[src/rtl/rx_char_restore_if.sv]
// Lane-side bundle for the JESD204B character-restore stage: decoded octets
// with their control flags on the way in, restored octets, valid and
// per-octet frame/multiframe/error markers on the way out.
interface rx_char_restore_if;
    logic            en;
    logic [7:0]      f;
    logic [4:0]      k;
    logic [3:0][7:0] dec_data;
    logic [3:0]      dec_k;
    logic [3:0][7:0] res_data;
    logic            vld;
    logic [3:0]      fe;
    logic [3:0]      me;
    logic [3:0]      align_err;
    logic [3:0]      unexp_k;

    modport master (
        output en, f, k, dec_data, dec_k,
        input  res_data, vld, fe, me, align_err, unexp_k
    );

    modport slave (
        input  en, f, k, dec_data, dec_k,
        output res_data, vld, fe, me, align_err, unexp_k
    );
endinterface

[src/rtl/rx_char_restore.sv]
// JESD204B lane receiver stage after the 8b10b decoder (no scrambling),
// four octets per clock. Tracks frame/multiframe position from the start of
// user data, restores /F/ and /A/ at frame ends to the previous frame-end
// octet, and flags misplaced alignment and unexpected control characters.
// Two-cycle latency: stage 1 registers octets and position, stage 2 restores.
module rx_char_restore #(
    parameter int RESTORE   = 1,
    parameter int CHK_UNEXP = 1
) (
    input  logic              CLK,
    input  logic              RST_n,
    rx_char_restore_if.slave  bus
);
    localparam int DATA_W = 8;
    localparam logic [DATA_W-1:0] CHAR_F = 8'hFC;
    localparam logic [DATA_W-1:0] CHAR_A = 8'h7C;

    logic [3:0]              fe_pos;
    logic [7:0]              mf_oct;
    logic [5:0]              wrap_at;
    logic [5:0]              wcnt;
    logic                    me_now;

    logic [3:0][DATA_W-1:0]  di_p1;
    logic [3:0]              ki_p1;
    logic [3:0]              fe_p1;
    logic                    me_p1;
    logic                    vld_p1;

    logic [3:0]              is_f;
    logic [3:0]              is_a;
    logic [3:0][DATA_W-1:0]  restored;
    logic [3:0]              aerr_c;
    logic [3:0]              unexp_c;
    logic [DATA_W-1:0]       prev;

    logic [3:0][DATA_W-1:0]  res_p2;
    logic                    vld_p2;
    logic [3:0]              fe_p2;
    logic [3:0]              me_p2;
    logic [3:0]              aerr_p2;
    logic [3:0]              unexp_p2;
    logic [DATA_W-1:0]       last;

    // Frame-end octet mask and last word index of the multiframe from F/K.
    always_comb begin
        fe_pos = 4'b1000;
        mf_oct = 8'({3'b000, bus.k}) + 8'd1;
        if (bus.f == 8'd0) begin
            fe_pos = 4'b1111;
        end else if (bus.f == 8'd1) begin
            fe_pos = 4'b1010;
            mf_oct = mf_oct << 1;
        end else begin
            mf_oct = mf_oct << 2;
        end
        wrap_at = 6'(mf_oct >> 2) - 6'd1;
        me_now  = fe_pos[3] && (wcnt == wrap_at);
    end

    // Word position inside the multiframe; held at 0 while user data is off.
    always_ff @(posedge CLK or negedge RST_n) begin
        if (!RST_n) begin
            wcnt <= 6'd0;
        end else if (!bus.en) begin
            wcnt <= 6'd0;
        end else if (wcnt == wrap_at) begin
            wcnt <= 6'd0;
        end else begin
            wcnt <= wcnt + 6'd1;
        end
    end

    // Stage 1: capture octets, control flags and position markers.
    always_ff @(posedge CLK or negedge RST_n) begin
        if (!RST_n) begin
            di_p1  <= '0;
            ki_p1  <= '0;
            fe_p1  <= '0;
            me_p1  <= 1'b0;
            vld_p1 <= 1'b0;
        end else begin
            di_p1  <= bus.dec_data;
            ki_p1  <= bus.dec_k;
            fe_p1  <= bus.en ? fe_pos : 4'b0000;
            me_p1  <= bus.en && me_now;
            vld_p1 <= bus.en;
        end
    end

    // Classify each captured octet as /F/, /A/ or neither.
    always_comb begin
        is_f = '0;
        is_a = '0;
        for (int i = 0; i < 4; i++) begin
            is_f[i] = ki_p1[i] && (di_p1[i] == CHAR_F);
            is_a[i] = ki_p1[i] && (di_p1[i] == CHAR_A);
        end
    end

    // Restore chain from octet 0 to 3; each frame end feeds the next one.
    always_comb begin
        restored = di_p1;
        aerr_c   = '0;
        unexp_c  = '0;
        prev     = last;
        for (int i = 0; i < 4; i++) begin
            if (fe_p1[i]) begin
                if (is_f[i] || is_a[i]) begin
                    if (RESTORE != 0) begin
                        restored[i] = prev;
                    end
                    if (is_a[i] && !((i == 3) && me_p1)) begin
                        aerr_c[i] = 1'b1;
                    end
                end
                prev = restored[i];
            end else if (is_f[i] || is_a[i]) begin
                aerr_c[i] = 1'b1;
            end
            if (ki_p1[i] && !is_f[i] && !is_a[i] && (CHK_UNEXP != 0)) begin
                unexp_c[i] = 1'b1;
            end
        end
    end

    // Stage 2: register restored word and flags; an idle word clears LAST.
    always_ff @(posedge CLK or negedge RST_n) begin
        if (!RST_n) begin
            res_p2   <= '0;
            vld_p2   <= 1'b0;
            fe_p2    <= '0;
            me_p2    <= '0;
            aerr_p2  <= '0;
            unexp_p2 <= '0;
            last     <= '0;
        end else begin
            res_p2   <= vld_p1 ? restored : '0;
            vld_p2   <= vld_p1;
            fe_p2    <= vld_p1 ? fe_p1 : 4'b0000;
            me_p2    <= {vld_p1 && me_p1, 3'b000};
            aerr_p2  <= vld_p1 ? aerr_c : 4'b0000;
            unexp_p2 <= vld_p1 ? unexp_c : 4'b0000;
            last     <= vld_p1 ? restored[3] : '0;
        end
    end

    assign bus.res_data  = res_p2;
    assign bus.vld       = vld_p2;
    assign bus.fe        = fe_p2;
    assign bus.me        = me_p2;
    assign bus.align_err = aerr_p2;
    assign bus.unexp_k   = unexp_p2;
endmodule

[src/flat_wrapper.sv]
// flat-port wrapper written by rule: the top's interface ports become plain ports
module rx_char_restore_flat 
#(
    parameter int RESTORE   = 1,
    parameter int CHK_UNEXP = 1
)
  (CLK, RST_n, bus_en, bus_f, bus_k, bus_dec_data, bus_dec_k, bus_res_data, bus_vld, bus_fe, bus_me, bus_align_err, bus_unexp_k);
  rx_char_restore_if bus_i ();
  input  logic CLK;
  input  logic RST_n;
  input wire logic [$bits(bus_i.en)-1:0] bus_en;
  input wire logic [$bits(bus_i.f)-1:0] bus_f;
  input wire logic [$bits(bus_i.k)-1:0] bus_k;
  input wire logic [$bits(bus_i.dec_data)-1:0] bus_dec_data;
  input wire logic [$bits(bus_i.dec_k)-1:0] bus_dec_k;
  output wire logic [$bits(bus_i.res_data)-1:0] bus_res_data;
  output wire logic [$bits(bus_i.vld)-1:0] bus_vld;
  output wire logic [$bits(bus_i.fe)-1:0] bus_fe;
  output wire logic [$bits(bus_i.me)-1:0] bus_me;
  output wire logic [$bits(bus_i.align_err)-1:0] bus_align_err;
  output wire logic [$bits(bus_i.unexp_k)-1:0] bus_unexp_k;
  assign bus_i.en = bus_en;
  assign bus_i.f = bus_f;
  assign bus_i.k = bus_k;
  assign bus_i.dec_data = bus_dec_data;
  assign bus_i.dec_k = bus_dec_k;
  assign bus_res_data = bus_i.res_data;
  assign bus_vld = bus_i.vld;
  assign bus_fe = bus_i.fe;
  assign bus_me = bus_i.me;
  assign bus_align_err = bus_i.align_err;
  assign bus_unexp_k = bus_i.unexp_k;
  rx_char_restore #(.RESTORE(RESTORE), .CHK_UNEXP(CHK_UNEXP)) u_core (.CLK(CLK), .RST_n(RST_n), .bus(bus_i));
endmodule
[config.mk]
export PLATFORM = sky130hd
export DESIGN_NAME = rx_char_restore_flat
export DESIGN_NICKNAME = d
export VERILOG_FILES = /design/src/rtl/rx_char_restore_if.sv /design/src/rtl/rx_char_restore.sv /design/src/flat_wrapper.sv
export SDC_FILE = /design/constraint.sdc
export NUM_CORES = 1
export LEC_CHECK = 0
export BUFFER_PORTS_ARGS = -buffer_cell sky130_fd_sc_hd__buf_4
export CORE_ASPECT_RATIO = 1.75
export CORE_MARGIN = 4
export CORE_UTILIZATION = 45
export CTS_CLUSTER_SIZE = 16
export DETAILED_ROUTE_END_ITERATION = 8
export PLACE_DENSITY = 0.7
export SYNTH_ARGS = -nofsm -noshare
export SYNTH_HDL_FRONTEND = slang
export SYNTH_SLANG_ARGS = --single-unit
[constraint.sdc]
create_clock -name CLK -period 2.44 [get_ports CLK]
set_clock_uncertainty 0.15 [all_clocks]
set_input_delay 0.244 -clock CLK [delete_from_list [all_inputs] [get_ports CLK]]
set_output_delay 0.244 -clock CLK [all_outputs]
set_load 0.02 [all_outputs]
# == Word level (Yosys, flattened, before mapping) ==
# Cells that the tools add are included.
# op_classes
shifts,0
eq_ne,10
n_mux,43
addsub,3
order_cmp,0
bitwise_logic,0
multipliers,0
reduce_logical,34
div_mod_pow,0
# op_table
op,count
$mux 8,14
$eq 8x7->1 const B,4
$eq 8x8->1 const B,4
$mux 32,1
$mux 1,20
$logic_and 1x1->1,19
$mux 4,4
$mux 6,2
$logic_not 1->1,9
$eq 8x1->1 const B,1
$logic_not 8->1,1
$add 5x1->6 const B,1
$add 6x1->6 const B,1
$eq 6x6->1,1
$sub 6x1->6 const B,1
$logic_or 1x1->1,4
$mux 3,1
$mux 2,1
$logic_and 1x1->1 const A,1
# word_totals
latchBits,0
input_bits,52
memories,0
word_cells,109
reg_bits,102
romBits,0
mem_bits_rw,0

# == Depth between registers and ports, before layout ==
# logic_depth
depth_word,12
ltp_mapped,11
ltp_nobuf,11

# == Worst setup path after synthesis ==
# OpenSTA, ideal clock, no wires.
# synth_path
kind,input port to flip-flop
from,input bus_f[6]
to,register u_core.me_p1
setup_time_ns,0.067
n_path_buf,1
arrival_ns,2.483
cell_stages,10
setup_slack_ns,-0.259
t_required_ns,2.223
path_cell_list,nor4_4 > and2_1 > buf_6 > mux2_2 > ha_1 > xor2_1 > nor3b_1 > mux2i_1 > a2111oi_4 > and2_1
# synth_via
elab_chain_cells,7
# synth_lines
element,line,rtl
from (decl),flat_wrapper.sv:12,input wire logic [$bits(bus_i.f)-1:0] bus_f;
$eq 8x1->1,rx_char_restore.sv:51,end else if (bus.f == 8'd1) begin
$mux 8,rx_char_restore.sv:51,
$mux 8 (*),rx_char_restore.sv:49,if (bus.f == 8'd0) begin
$sub 6x1->6 (*),rx_char_restore.sv:57,wrap_at = 6'(mf_oct >> 2) - 6'd1;
$eq 6x6->1 (*),rx_char_restore.sv:58,me_now = fe_pos[3] && (wcnt == wrap_at);
$logic_and 1x1->1 (*),rx_char_restore.sv:58,
$logic_and 1x1->1 (*),rx_char_restore.sv:86,me_p1 <= bus.en && me_now;
to (signal assigned),rx_char_restore.sv:86,
to (decl),rx_char_restore.sv:27,logic me_p1;
# Every way passes the cells marked *; elsewhere a longest branch is shown, timed or not.

# == Worst setup path after layout ==
# Same ends and word-level chain as after synthesis.

==> flow_summary.ini <==
[clocking]
clock_latency_ps = 340
cts.sinks = 90
h-tree-depth = 3
cts_buffer_depth = 2
cts_setup_buffers = 0
numCtsBuffers = 9
clk_pin_slew_ps = 60
cts-root-buf = clkbuf_16
cts_tree = done

[timing]
fin_setup_tns_ps = 0
setup_violations = 0
final-hold-violation-count = 0
fin_crit_ps = 2380
clock.fmax_mhz = 421
max_slew_margin_pct = 61.8
slew_viol_final = 0
fin_crit_sh_pct = 97.4
max_slew.worst_pin.slew_ps = 572

[worst_hold_path]
hold_path_class = in2reg
holdCritStartpoint = bus_f[6]
min_to = u_core.fe_p1[1]
min_path_cells = 4

[setup_path]
r2r_slack_ps = 110
worstSetupPathType = in2reg
required_ps = 2560
cp_max_fo = 7
r2r_start = u_core.di_p1[5]
arrival_ps = 2500
reg2regPathDepth = 8
critPathLaunchType = input pin
crit_path_end_kind = flop
r2r_end = u_core.bus.res_data[19]

[flow_run]
maxCapViolCount = 0

[power]
ir_drop_mv = 0.490
powerDensity_mw_per_mm2 = 652
p_leak_nw = 2.64
power_mw = 3.53

[drt]
ant_nets = 0
wl_per_cell_um = 15.8
routed_wl_um = 9120
m1WireLength_um = 3170
wl_met2_um = 5230
viasPerCell = 5.18
drt_pass1_iterations = 4
drtIter0Drc = 184
num_vias = 2986
drc = 0
topRoutingLayerUsed = met4
met3_length_um = 405

[finish]
drive_gt1_share_pct = 30.0
n_antenna_cell = 0
layout.nets = 537
final_cell_mix = buf_4 (113), dfrtp_1 (90), nand2_1 (56)
final_common_cell = buf_4
area_delta_synth_final_pct = 44.4

[synth]
syn_area_mm2 = 0.00375
ys.flop_type = dfrtp_1
ys_seq_area_share_pct = 60.0
yosysWarnings = 0
synth-async-reset-ratio_pct = 100
ys_types = 46
netlist_instances = 333
synth_edf_count = 0
syn_avg_cell_area_um2 = 11.3
ys_seq_elements = 90

[status]
status = completed

[floorplan]
initial_core_util_pct = 46.8
die_x_um = 77.0
pin_count = 101
coreArea_mm2 = 0.00802
rows = 43
die_area_mm2 = 0.00992
die_h_um = 129

[placement]
routabilityCongestion = 0.858
dp_hpwl_um = 6730
io_buffers = 97

[global_route]
grt_pass1_wl_um = 14400
grt_max_degree = 47
antenna_found_initial = 0
grtUsageTotal_pct = 19.0
overflow = 0
grt_pass1_vias = 3123
[layout make-up]
type                    instances  area, um^2
inverters                       5        18.8
clock buffers                  11         253
well taps                      90         113
repair buffers                153        1260
clock inverters                 4        75.1
flip-flops and latches         90        2250
fillers                       592        2600
multi-input cells             223        1450
[cells by family after synthesis]
group,after synthesis,share of synthesized area [%]
AOI/OAI and AO/OA,56,10.4
xor gates and xnor gates,14,3.47
adders and majority gates,3,1.00
buffers and inverters,22,2.94
DFF,90,60.0
muxes,16,4.34
other,1,0.100
and+or+nand+nor,131,17.7
[report_power, final]
group / switching, mW / total (mW) / leakage [nW] / internal, mW
clock: 0.531 / 1.48 / 0.154 / 0.946
sequential: 0.0539 / 1.62 / 1.13 / 1.56
combinational: 0.213 / 0.437 / 1.36 / 0.223
[flip-flops by register name (all words and copies together), names as in the netlist]
name and cells:
u_core.di_p1 32, u_core.bus.res_data 31, u_core.wcnt 6, u_core.bus.align_err 4
u_core.bus.unexp_k 4, u_core.ki_p1 4, u_core.bus.fe 3, u_core.fe_p1 3
u_core.bus.me 1, u_core.last 1, u_core.me_p1 1
[metal layers]
| metal | up-vias | global-route usage, % |
|---|---|---|
| met5 | - | 0 |
| met4 | 0 | 8.81 |
| met3 | 24 | 4.34 |
| met2 | 94 | 36.5 |
| met1 | 1442 | 19.2 |
| li1 | 1426 | - |
[metrics by stage]
step / setup WS [ps] / utilization, % / hold WS, ps / instances / cell area (um^2)
3_5_place_dp: -321 / 58.3 / 126 / 522 / 4670
5_1_grt: -26.6 / 67.6 / 271 / 576 / 5420
2_1_floorplan: -210 / - / -202 / 335 / 3780
3_3_place_gp: -225 / 58.3 / 121 / 522 / 4670
4_1_cts: 33.6 / 67.3 / 243 / 576 / 5400
6_report: 62.7 / 67.6 / 261 / 576 / 5420
[synth_stat cells, types with 2 or more instances]
| master | instances | area share [%] |
|---|---|---|
| dfrtp_1 | 90 | 60 |
| nand2_1 | 56 | 5.6 |
| a21oi_1 | 20 | 2.7 |
| nor2_1 | 18 | 1.8 |
| mux2i_1 | 14 | 3.7 |
| nor2b_1 | 13 | 2.2 |
| clkbuf_1 | 10 | 1.0 |
| and2_1 | 8 | 1.3 |
| xnor2_1 | 8 | 1.9 |
| a31oi_1 | 6 | 1.0 |
| o21ai_0 | 6 | 0.80 |
| a21boi_0 | 5 | 1.0 |
| a22oi_1 | 5 | 1.0 |
| and3_1 | 5 | 0.83 |
| buf_4 | 5 | 1.0 |
| inv_1 | 5 | 0.50 |
| nand2b_1 | 5 | 0.83 |
| nand3_1 | 5 | 0.67 |
| nand4_1 | 5 | 0.83 |
| xor2_1 | 5 | 1.2 |
| o21a_1 | 4 | 0.80 |
| ha_1 | 3 | 1.0 |
| nor3b_1 | 3 | 0.60 |
| nor4b_1 | 3 | 0.70 |
| mux2_2 | 2 | 0.60 |
| nand3b_1 | 2 | 0.40 |
| nor3_1 | 2 | 0.27 |
| o211a_1 | 2 | 0.53 |
[critical path: stages]
cell,delay [ps]
buf_4,120
nor4_4,270
and2_4,200
mux2_4,320
ha_4,180
xor2_2,160
nor3b_2,250
mux2i_2,130
a2111oi_4,300
buf_4,200
and2_1,130
[what timing repair did]
item                                   CTS  global route
pin swaps                                1             5
endpoints found under the hold margin   82             0
setup endpoints to repair                1             7
resized for setup                        1             6
gates cloned                             0             0
hold buffers                            39             0
[worst max path at each step]
stage | slack (ps) | end | startpoint | cells past startpoint
4_1_cts | 30 | u_core.me_p1 | bus_k[0] | 12
6_report | 60 | u_core.me_p1 | bus_f[6] | 11
2_1_floorplan | -210 | u_core.me_p1 | bus_f[1] | 10
5_1_grt | -30 | u_core.me_p1 | bus_k[0] | 12
3_3_place_gp | -230 | u_core.me_p1 | bus_f[1] | 11
3_5_place_dp | -320 | u_core.me_p1 | bus_f[1] | 12
No activity file was read; power rests on OpenSTA's default activity.
